$ cat config.mk
export PLATFORM = sky130hd
export DESIGN_NAME = riscv_pc_unit
export DESIGN_NICKNAME = d
export VERILOG_FILES = /design/src/rtl/riscv_pc_unit.sv
export SDC_FILE = /design/constraint.sdc
export NUM_CORES = 1
export LEC_CHECK = 0
export BUFFER_PORTS_ARGS = -buffer_cell sky130_fd_sc_hd__buf_2
export CORE_MARGIN = 1.5
export CORE_UTILIZATION = 40
export CTS_BUF_LIST = sky130_fd_sc_hd__clkbuf_16
export DETAILED_ROUTE_END_ITERATION = 10
export GPL_ROUTABILITY_DRIVEN = 1
export PLACE_DENSITY = 0.63
export SLEW_MARGIN = 20
export SYNTH_ARGS = -nofsm -noshare
export SYNTH_HDL_FRONTEND = slang
export SYNTH_SLANG_ARGS = --single-unit
export TNS_END_PERCENT = 5
$ cat constraint.sdc
create_clock -name clk -period 2.52 [get_ports clk]
set_input_delay 0 -clock clk [delete_from_list [all_inputs] [get_ports clk]]
set_output_delay 0 -clock clk [all_outputs]
set_load 0.03 [all_outputs]
$ cat src/rtl/riscv_pc_unit.sv
// Program-counter unit: PC register, next-PC selection, stall with a one-deep redirect buffer, and misalignment trap.
// Optional return-address stack is enabled with the RISCV_PC_UNIT_RAS_EN macro.
module riscv_pc_unit #(
  parameter int              XLEN      = 32,
  parameter logic [XLEN-1:0] RESET_VEC = '0,
  parameter int              IALIGN    = 32,
  parameter int              RAS_DEPTH = 4
) (
  input  logic            clk,
  input  logic            rst,
  input  logic            stall,
  input  logic [1:0]      pc_src,
  input  logic [XLEN-1:0] pc_ex,
  input  logic [XLEN-1:0] imm,
  input  logic [XLEN-1:0] rs1,
  input  logic [XLEN-1:0] trap_vec,
  input  logic            is_call,
  input  logic            is_ret,
  output logic [XLEN-1:0] pc,
  output logic [XLEN-1:0] pc_plus4,
  output logic [XLEN-1:0] pcrel,
  output logic            valid,
  output logic            misalign
);

  typedef enum logic [1:0] {BOOT, RUN, HELD} state_t;

  state_t          state_reg, state_next;
  logic [XLEN-1:0] pc_reg, pc_next;
  logic [XLEN-1:0] pend_target_reg, pend_target_next;
  logic            pend_mis_reg, pend_mis_next;
  logic            misalign_reg, misalign_next;

  logic [XLEN-1:0] jalr_target, jalr_sel;
  logic [XLEN-1:0] raw_target, new_target;
  logic            check_align, new_mis, redirect;

  function automatic logic is_misaligned(input logic [XLEN-1:0] t);
    if (IALIGN == 16) return t[0];
    else              return |t[1:0];
  endfunction

  assign pc_plus4    = pc_reg + XLEN'(4);
  assign pcrel       = pc_ex + imm;
  assign jalr_target = (rs1 + imm) & {{(XLEN-1){1'b1}}, 1'b0};
  assign redirect    = (pc_src != 2'b00);

`ifdef RISCV_PC_UNIT_RAS_EN
  localparam int PW = (RAS_DEPTH > 1) ? $clog2(RAS_DEPTH) : 1;
  localparam int CW = $clog2(RAS_DEPTH + 1);

  logic [XLEN-1:0] ras_mem [RAS_DEPTH];
  logic [PW-1:0]   ras_wr_reg, ras_wr_next, ras_push_idx, ras_top_idx;
  logic [CW-1:0]   ras_count_reg, ras_count_next;
  logic [XLEN-1:0] ras_top;
  logic            ras_accept, do_pop, do_push;

  function automatic logic [PW-1:0] ras_inc(input logic [PW-1:0] i);
    return (i == PW'(RAS_DEPTH - 1)) ? '0 : i + PW'(1);
  endfunction

  function automatic logic [PW-1:0] ras_dec(input logic [PW-1:0] i);
    return (i == '0) ? PW'(RAS_DEPTH - 1) : i - PW'(1);
  endfunction

  // The stack only moves on the edge a redirect actually reaches the PC.
  assign ras_accept  = (state_reg != BOOT) && !stall && redirect;
  assign do_pop      = ras_accept && is_ret && (pc_src == 2'b10);
  assign do_push     = ras_accept && is_call;
  assign ras_top_idx = ras_dec(ras_wr_reg);
  assign ras_top     = ras_mem[ras_top_idx];
  assign jalr_sel    = (is_ret && (ras_count_reg != '0) && (ras_top == jalr_target))
                       ? ras_top : jalr_target;

  always_comb begin
    ras_wr_next    = ras_wr_reg;
    ras_count_next = ras_count_reg;
    if (do_pop && (ras_count_reg != '0)) begin
      ras_wr_next    = ras_dec(ras_wr_reg);
      ras_count_next = ras_count_reg - CW'(1);
    end
    ras_push_idx = ras_wr_next;
    if (do_push) begin
      ras_wr_next = ras_inc(ras_push_idx);
      if (ras_count_next != CW'(RAS_DEPTH))
        ras_count_next = ras_count_next + CW'(1);
    end
  end

  always_ff @(posedge clk or negedge rst) begin
    if (!rst) begin
      ras_wr_reg    <= '0;
      ras_count_reg <= '0;
    end else begin
      ras_wr_reg    <= ras_wr_next;
      ras_count_reg <= ras_count_next;
    end
  end

  always_ff @(posedge clk) begin
    if (do_push) ras_mem[ras_push_idx] <= pc_ex + XLEN'(4);
  end
`else
  localparam int unused_ras_depth = RAS_DEPTH;
  logic unused_ras_inputs;
  assign unused_ras_inputs = is_call ^ is_ret;
  assign jalr_sel          = jalr_target;
`endif

  // Resolved redirect target; a misaligned branch/jump target falls back to trap_vec.
  always_comb begin
    raw_target  = pc_plus4;
    check_align = 1'b0;
    case (pc_src)
      2'b01:   begin raw_target = pcrel;    check_align = 1'b1; end
      2'b10:   begin raw_target = jalr_sel; check_align = 1'b1; end
      2'b11:   raw_target = trap_vec;
      default: raw_target = pc_plus4;
    endcase
    new_mis    = check_align && is_misaligned(raw_target);
    new_target = new_mis ? trap_vec : raw_target;
  end

  always_ff @(posedge clk or negedge rst) begin
    if (!rst) state_reg <= BOOT;
    else      state_reg <= state_next;
  end

  always_comb begin
    state_next = state_reg;
    case (state_reg)
      BOOT:    state_next = RUN;
      RUN:     if (stall && redirect) state_next = HELD;
      HELD:    if (!stall) state_next = RUN;
      default: state_next = BOOT;
    endcase
  end

  always_comb begin
    pc_next          = pc_reg;
    pend_target_next = pend_target_reg;
    pend_mis_next    = pend_mis_reg;
    misalign_next    = 1'b0;
    case (state_reg)
      RUN: begin
        if (!stall) begin
          pc_next       = new_target;
          misalign_next = new_mis;
        end else if (redirect) begin
          pend_target_next = new_target;
          pend_mis_next    = new_mis;
        end
      end
      HELD: begin
        if (!stall) begin
          // A fresh redirect on the release edge outranks the buffered one.
          pc_next          = redirect ? new_target : pend_target_reg;
          misalign_next    = redirect ? new_mis    : pend_mis_reg;
          pend_target_next = '0;
          pend_mis_next    = 1'b0;
        end else if (redirect) begin
          pend_target_next = new_target;
          pend_mis_next    = new_mis;
        end
      end
      default: ;
    endcase
  end

  always_ff @(posedge clk or negedge rst) begin
    if (!rst) begin
      pc_reg          <= RESET_VEC;
      pend_target_reg <= '0;
      pend_mis_reg    <= 1'b0;
      misalign_reg    <= 1'b0;
    end else begin
      pc_reg          <= pc_next;
      pend_target_reg <= pend_target_next;
      pend_mis_reg    <= pend_mis_next;
      misalign_reg    <= misalign_next;
    end
  end

  always_comb begin
    valid = (state_reg != BOOT);
  end

  assign pc       = pc_reg;
  assign misalign = misalign_reg;

endmodule

==> flow_metrics.tcl, run 1 <==
set metrics [dict create \
    status "completed" \
    vias 10325 \
    finalCriticalPeriod_ns 2.491 \
    routed_via_density 5.837 \
    min_to "pc[22]" \
    synth-edff-count 0 \
    met2_length_um 15170 \
    relSlewSlack 0.5431 \
    wl_per_cell_um 18.99 \
    highest_layer "met4" \
    dpl.cell_count 1737 \
    crit_type "in -> out" \
    grt_pass1_vias 9780 \
    syn-num-nets 1312 \
    yosysSeqAreaShare 0.2045 \
    cp-end-kind "output port" \
    wl_met1_um 14600 \
    yosysUniqueCellTypes 74 \
    powerDensity_nw_per_um2 845.0 \
    die-area_um2 21680 \
    wl_met3_um 3106 \
    die_y_um 147.2 \
    clk_latency_ns 0.34 \
    cts_sinks 68 \
    die_x_um 147.2 \
    synth_seq_cells 68 \
    dpl_worst_slack_ns -0.3534 \
    finClkSkew_ns 0.006091 \
    overflow 0 \
    core_um2 20300 \
    crit_required_ns 2.52 \
    cp.arrival_ns 2.49 \
    worst_hold_path_type "in -> reg" \
    irDropWorstVdd_uv 445.9 \
    fmax_mhz 401.4 \
    hold_depth 3 \
    clkTransAtPathRegs_ns 0.06 \
    regToRegEndpoint "pend_target_reg[27]" \
    min_period_over_period 0.9885 \
    postRouteAntennaNets 0 \
    rsz0062_at_grt "yes" \
    final_cells 1769 \
    rrSetupSlack_ns 0.17 \
    ys_warn_count 0 \
    track_usage 0.3034 \
    worst_hold_startpoint "trap_vec[22]" \
    cap_violations 0 \
    netlist_instances 1106 \
    reg2reg_depth 11 \
    diodes 0 \
    io_pins 233 \
    grt_max_degree 65 \
    post-dp-hpwl_um 26560 \
    fp-row-count 52 \
    clk_path_buf_depth 2 \
    drc 0 \
    place.gp.congestion 0.9172 \
    drt-total-wl_um 33590 \
    initial_utilization 0.4099 \
    finish.net_count 1700 \
    io_buffers 230 \
    grt_pass1_wl_um 52260 \
    power_mw 9.977 \
    synth_ff_type "dfrtp_1" \
    postSynthAreaPerCell_um2 7.524 \
    crit_fanout 6 \
    synthArstFlopShare 1.000 \
    antenna_found_initial 0 \
    hold_viol_final 0 \
    crit_path_start "pc_ex[10]" \
    syn_area_um2 8322 \
    area_growth_pct 41.87 \
    finalSetupViolCount 0 \
    ctsHtreeMaxLevel 3 \
    r2r-start "pc[3]" \
    slew_viol_final 0 \
    drive_gt1_frac 0.3336 \
    start_kind "primary input" \
    clockRootBuffer "clkbuf_16" \
    cts_tree "built" \
    drtIter0Drc 974 \
    firstDrtPassIters 7 \
    layout_setup_ws_ns 0.02891 \
    tightest_slew_ns 0.6854 \
    cts_buffers 9 \
    leakagePower_nw 5.769 \
]
-- stage by stage --
step / area, µm² / TNS [ns] / utilization / hold slack, ns
finish: 11810 / 0 / 0.5816 / 0.001925
global route: 11810 / -0.2136 / 0.5816 / 0.01284
CTS: 11640 / -0.0005227 / 0.5735 / 0.0001670
detailed placement: 11150 / -5.886 / 0.5494 / 0.08290
global placement: 11150 / -4.089 / 0.5494 / 0.07776
floorplan: 8392 / -0.1802 / - / -0.2956
-- cells in the mapped netlist (all sizes together), types with 13 or more instances --
master	instances	area, µm²
o21a	16	120.1
nor3	13	65.06
a21oi	102	514.2
a22o	13	113.9
o21ai	110	558.0
xnor2	42	367.9
ha	69	863.3
o211ai	18	135.1
nand3	28	140.1
a222oi	15	150.1
inv	35	131.4
xor2	43	376.6
nand4	17	106.4
a211oi	16	137.6
a21o	39	292.8
nor2	81	304.0
and3	15	103.9
a22oi	20	150.1
nand2	127	476.7
buf	13	65.05
clkbuf	52	195.2
dfrtp	68	1702
-- layer usage --
metal,track usage,vias up
li1,-,4892
met1,0.4252,4799
met2,0.4789,586
met3,0.04876,48
met4,0.09100,0
met5,0,-
-- placed cells by master (no fill, tap or decap), types with 15 or more instances in the layout --
master / n
buf_2: 226
buf_4: 196
nand2_1: 127
a21oi_1: 98
o21ai_0: 85
nor2_1: 76
dfrtp_1: 65
ha_1: 64
xor2_1: 39
a21o_1: 39
xnor2_1: 39
inv_1: 35
nand3_1: 27
o21ai_1: 22
a22oi_1: 20
o211ai_1: 18
nand4_1: 17
o21a_1: 15
a222oi_1: 15
-- power by group --
part,internal [mW],switching (mW),leakage [nW]
clock network,0.871,0.532,0.148
registers,1.57,0.428,0.868
logic,2.52,4.05,4.75
-- final cells by class --
cell class,instances,area (µm²)
fillers,1951,8493
clock inverters,7,100.1
well taps,270,337.8
inverters,36,135.1
clock buffers,9,225.2
repair buffers,442,2843
multi-input cells,937,6460
flip-flops and latches,68,1705
-- how the worst max path moves through the flow --
stage,to,slack (ns),cells after the start
floorplan,pc[31],-0.05,8
global placement,pend_target_reg[27],-0.31,14
detailed placement,pend_target_reg[27],-0.35,14
CTS,pcrel[30],-0.0005,14
global route,pcrel[30],-0.06,14
finish,pcrel[31],0.03,14
-- worst max-delay path: stages --
cell and delay, ns:
buf_2 0.10, ha_1 0.31, buf_4 0.14, a21oi_1 0.17
o211ai_1 0.16, a211oi_4 0.21, buf_6 0.16, o21ai_1 0.09
o21ai_2 0.24, o21ai_2 0.11, a31oi_1 0.23, xnor2_1 0.22
buf_4 0.17, clkbuf_4 0.17
-- timing repair --
item                       CTS  global route
gates resized for setup      6            38
hold buffers                13             0
setup buffers                1             2
hold endpoints to repair    40             0
pin swaps                    2            17
setup endpoints to repair    7            33
-- logic make-up after synthesis --
family | Yosys count | synth area share
AOI/OAI and AO/OA | 439 | 0.3500
and+or+nand+nor | 329 | 0.1837
buffers and inverters | 101 | 0.04751
xor gates and xnor gates | 85 | 0.08946
adders and majority gates | 71 | 0.1086
DFF | 68 | 0.2045
muxes | 13 | 0.01624
Note: power is estimated with default switching activity, not from simulation.
==> run 2, diff against run 1 <==
- CELL_PAD_IN_SITES_DETAIL_PLACEMENT: default -> 1
- CELL_PAD_IN_SITES_GLOBAL_PLACEMENT: default -> 2
- CORE_UTILIZATION: 40 -> 30
- PLACE_DENSITY: 0.63 -> 0.81
==> run 2 against run 1 <==
  * The run now ends with setup timing left
  * Global-route usage shrank 3.6 points
  * First-iteration DRC count shrank 16%
  * Sequential share of layout area shrank 0.27 points
  * Final cell count grew 6.5%
  * Critical path type is now in -> reg
  * Largest cell class unchanged
  * Highest routed layer unchanged
==> flow_metrics.tcl, run 2 (synthesized netlist as in run 1, its figures left out) <==
set metrics [dict create \
    cp.arrival_ns 2.74 \
    postRouteAntennaNets 0 \
    ctsHtreeMaxLevel 3 \
    cp-end-kind "flop" \
    clockRootBuffer "clkbuf_16" \
    cts_tree "built" \
    multiInputGateArea_um2 6519 \
    die_y_um 169.6 \
    relSlewSlack 0.5745 \
    clkTransAtPathRegs_ns 0.06 \
    hold_slack_ns 0.01019 \
    top_usage_layer "met2" \
    finalCriticalPeriod_ns 2.523 \
    initial_utilization 0.3071 \
    crit_chain "buf_2 -> ha_1 -> and3_1 -> and3_4 -> a211oi_4 -> buf_4 -> a211oi_1 -> o22ai_1 -> xnor2_1 -> and2_1 -> or4_1 -> o2111ai_1 -> a31oi_1" \
    path_buf_inv 2 \
    powerDensity_nw_per_um2 831.4 \
    drt-total-wl_um 39000 \
    overflow 0 \
    grt_pass1_vias 10723 \
    use_met1 0.3637 \
    post-dp-hpwl_um 31470 \
    regToRegEndpoint "pc[29]" \
    critPathCapture "pc[25]" \
    met3_usage 0.02285 \
    post-route-util 0.4439 \
    path_delay_family "simple AND/OR/NAND/NOR gates" \
    fmax_mhz 396.3 \
    layout_setup_ws_ns -0.003217 \
    worst_hold_path_type "in -> reg" \
    io_pins 233 \
    leakagePower_nw 5.857 \
    antenna_found_initial 1 \
    wl_per_cell_um 20.70 \
    irDropWorstVdd_uv 436.7 \
    crit_type "in -> reg" \
    finClkSkew_ns 0.007224 \
    start_kind "primary input" \
    final_cells 1884 \
    fp-row-count 60 \
    grt_max_degree 65 \
    core_um2 27100 \
    reg2reg_depth 9 \
    regArea_um2 1705 \
    layout_commonest_cell "buf_2" \
    place.gp.congestion 0.8854 \
    rrSetupSlack_ns 0.07 \
    vias 10448 \
    rsz0062_at_grt "yes" \
    num-fill-cells 3424 \
    drtIter0Drc 822 \
    min_period_over_period 1.001 \
    tightest_slew_ns 0.6383 \
    hold_viol_final 0 \
    grt_use_met2 0.4525 \
    area_growth_pct 44.56 \
    crit_fanout 5 \
    clk_path_buf_depth 2 \
    dpl.cell_count 1849 \
    drive_gt1_frac 0.3408 \
    routed_via_density 5.546 \
    crit_path_start "imm[7]" \
    cap_violations 0 \
    grt_pass1_wl_um 60070 \
    clk_latency_ns 0.34 \
    io_buffers 230 \
    crit_required_ns 2.73 \
    finish.net_count 1712 \
    drc 0 \
    cp_num_cells 13 \
    finalSetupViolCount 1 \
    worst_path_max_delay_cell "or4_1" \
    most-common-layout-cells "228 x buf_2, 207 x buf_4, 127 x nand2_1, 97 x a21oi_1, 88 x o21ai_0" \
    die_x_um 169.6 \
    cts_buffers 9 \
    status "complete, but fails checks" \
    r2r-start "state_reg[1]" \
    track_usage 0.2674 \
    firstDrtPassIters 5 \
    die-area_um2 28750 \
    slowest_delay_ns 0.50 \
    slew_viol_final 0 \
    violations "setup timing" \
    cts_sinks 68 \
]
## run 2: changes by cell type in the layout (fill, tap and decap cells not counted), moves of 3 or more
| cell | delta |
|---|---|
| buf_4 | +11 |
| clkinv_2 | +3 |
| ha_4 | -3 |
| o21ai_0 | +3 |
| xnor2_1 | -4 |
| xnor2_2 | +4 |
## run 2: what timing repair did
item / 4_1_cts / 5_1_grt
buffers inserted: 1 / 3
setup endpoints to repair: 10 / 35
pin swaps: 6 / 9
hold buffers: 14 / 0
resized for setup: 11 / 36
hold endpoints to repair: 33 / 0
## run 2: worst min-delay path by stage
| stage | startpoint | endpoint | slack (ns) | cells after the start |
|---|---|---|---|---|
| after global placement | rst | pc[4] | 0.02 | 1 |
| after global routing | trap_vec[22] | pc[22] | 0.01 | 3 |
| final | trap_vec[22] | pc[22] | 0.01 | 3 |
| after CTS | trap_vec[30] | pend_target_reg[30] | 0.00007 | 3 |
| after detailed placement | rst | pc[4] | 0.02 | 1 |
| after floorplan | rst | misalign | -0.30 | 0 |
## run 2: metal layers
metal  part of all wire  vias up
li1                   -     4918
met1               0.45     5081
met2               0.47      392
met3              0.058       57
met4              0.020        0
met5                  0        -
## run 2: worst register-to-register path, stage by stage (launching register included)
cell and delay (ns):
dfrtp_1 0.38, inv_1 0.10, ha_1 0.34, nor2b_1 0.30, nand2b_1 0.24, nor2_1 0.32, buf_4 0.21, a22o_1 0.16
and4b_1 0.20, a21oi_1 0.13
## run 2: cell type report
type                            instances  share of cell area
Clock buffer                            9             0.01872
Multi-Input combinational cell        937              0.5419
Inverter                               36             0.01123
Tap cell                              372             0.03869
Clock inverter                          7            0.004992
Sequential cell                        68              0.1418
Timing Repair Buffer                  454              0.2425
Antenna cell                            1           0.0002080
## run 2: report_power, final
group          switching, mW  internal, mW
Clock                  0.513         0.754
Combinational           4.18          2.54
Sequential             0.444          1.57
Total                   5.14          4.86
## run 2: stage by stage
step	instance area, µm²	power (mW)	worst slack [ns]	setup TNS, ns
global placement	11340	8.417	-0.3905	-5.874
global route	12030	10.55	-0.1217	-1.109
detailed placement	11340	8.548	-0.4361	-9.183
CTS	11850	9.886	-0.04239	-0.05770
floorplan	8392	5.824	-0.04507	-0.1802
finish	12030	10.00	-0.003217	-0.003217
==> run 3, diff against run 2 <==
- RECOVER_POWER: default -> 100
==> run 3 against run 2 <==
  * Count of clock-buffer cells in the layout unchanged
  * Critical path type unchanged
  * Highest routed layer unchanged
  * Design area down 1.0%
  * Via count shrank 0.14%
  * Wire length barely moved
  * Clock skew hardly changed
  * Die area unchanged
  * The run now ends clean
  * Fmax rose by 0.30%
  * Core utilization fell by 0.46 points
==> flow_metrics.tcl, run 3 (synthesized netlist as in run 1, its figures left out) <==
set metrics [dict create \
    die_x_um 169.6 \
    finClkSkew_ns 0.006988 \
    min_period_over_period 0.9983 \
    crit_fanout 5 \
    tightest_slew_ns 1.315 \
    finish.net_count 1712 \
    layout_commonest_cell "buf_4" \
    ctsHtreeMaxLevel 3 \
    slowest_delay_ns 0.50 \
    worst_path_max_delay_cell "or4_1" \
    slew_viol_final 0 \
    io_buffers 230 \
    die_y_um 169.6 \
    drive_gt1_frac 0.2965 \
    cts_tree "built" \
    grt_pass1_vias 10723 \
    powerDensity_nw_per_um2 831.3 \
    post-dp-hpwl_um 31470 \
    seq_power_share 0.205 \
    area_growth_pct 43.08 \
    most-common-layout-cells "202 x buf_4, 163 x buf_2, 127 x nand2_1, 97 x a21oi_1, 88 x o21ai_0" \
    place_area_um2 11340 \
    leakagePower_nw 5.636 \
    drtIter0Drc 810 \
    fp-row-count 60 \
    cp-end-kind "flop" \
    firstDrtPassIters 8 \
    post-route-util 0.4393 \
    start_kind "primary input" \
    initial_utilization 0.3071 \
    io_pins 233 \
    final_area_um2 11910 \
    clkTransAtPathRegs_ns 0.06 \
    vias 10433 \
    power_mw 9.898 \
    grt_pass1_wl_um 60070 \
    p_int_mw 4.734 \
    clk_path_buf_depth 2 \
    core_um2 27100 \
    track_usage 0.2674 \
    overflow 0 \
    cp.arrival_ns 2.73 \
    hold_viol_final 0 \
    crit_type "in -> reg" \
    postRouteAntennaNets 0 \
    irDropWorstVdd_uv 440.2 \
    grt_max_degree 65 \
    antenna_found_initial 1 \
    layout_setup_ws_ns 0.004231 \
    drc 0 \
    cts_sinks 68 \
    cts_buffers 9 \
    fin_setup_tns_ns 0 \
    worst_hold_path_type "in -> reg" \
    rrSetupSlack_ns 0.07 \
    dpl_worst_slack_ns -0.4361 \
    status "completed" \
    pwr-share-comb 0.667 \
    finalSetupViolCount 0 \
    wl_per_cell_um 20.71 \
    fmax_mhz 397.5 \
    clk_latency_ns 0.34 \
    p_sw_frac 0.5217 \
    relSlewSlack 0.1231 \
    p_sw_mw 5.164 \
    routed_via_density 5.538 \
    die-area_um2 28750 \
    place.gp.congestion 0.8854 \
    crit_chain "clkbuf_1 -> ha_1 -> and3_1 -> and3_4 -> a211oi_4 -> buf_4 -> a211oi_1 -> o22ai_1 -> xnor2_1 -> and2_1 -> or4_1 -> o2111ai_1 -> a31oi_1" \
    cap_violations 0 \
    crit_required_ns 2.73 \
    clockRootBuffer "clkbuf_16" \
    power_frac_clock 0.128 \
    finalCriticalPeriod_ns 2.516 \
    drt-total-wl_um 39010 \
    rsz0062_at_grt "yes" \
]
run 3: critical path: cells and delay by family:
| family | cells | cell delay, ns |
|---|---|---|
| and+or+nand+nor | 4 | 1.15 |
| AOI/OAI and AO/OA | 5 | 0.76 |
| adders and majority gates | 1 | 0.35 |
| buffers and inverters | 2 | 0.27 |
| xor gates and xnor gates | 1 | 0.19 |
run 3: what timing repair did:
action                                 CTS  global route
endpoints found under the hold margin   33             0
cloned                                   0             0
setup endpoints to repair               10            35
pin swaps                                6             9
hold buffers                            14             0
gates resized for setup                 11            36
buffers inserted                         1             3
run 3: final cells by class:
cell class | count | area [µm²]
fill | 3452 | 15190
clock buffer | 9 | 225.2
multi-input combinational | 937 | 6497
sequential | 68 | 1704
antenna | 1 | 2.502
timing repair buffer | 454 | 2816
inverter | 36 | 135.1
clock inverter | 7 | 60.06
tap | 372 | 465.4
run 3: final timing paths:
| path | end | start | cells past startpoint |
|---|---|---|---|
| worst max-delay path | pc[25] | imm[7] | 13 |
| worst min-delay path | pend_target_reg[30] | trap_vec[30] | 3 |
| worst max register to register | pc[29] | state_reg[1] | 9 |
| worst min register to register | pend_target_reg[18] | pend_target_reg[18] | 1 |
| max in group asynchronous | pend_target_reg[23] | rst | 3 |
| min in group asynchronous | pc[4] | rst | 2 |
run 3: per-stage QoR:
step	hold slack, ns	cells
finish	0.001942	1884
global route	0.01473	1884
CTS	0.00007419	1880
detailed placement	0.02305	1849
global placement	0.01563	1849
floorplan	-0.2956	1106
run 3: power groups by stage:
stage,registers (mW),clock network [mW],logic [mW]
detailed placement,2.02,0,6.53
global route,2.08,1.30,7.05
floorplan,2.42,0,3.40
finish,2.03,1.27,6.60
global placement,2.00,0,6.42
CTS,2.01,1.26,6.62
run 3: metal layers:
metal / up-vias / GRT usage / wire (µm)
li1: 4925 / - / -
met1: 5069 / 0.3637 / 17650
met2: 376 / 0.4525 / 18370
met3: 63 / 0.02285 / 2144
met4: 0 / 0.07503 / 843
met5: - / 0 / 0
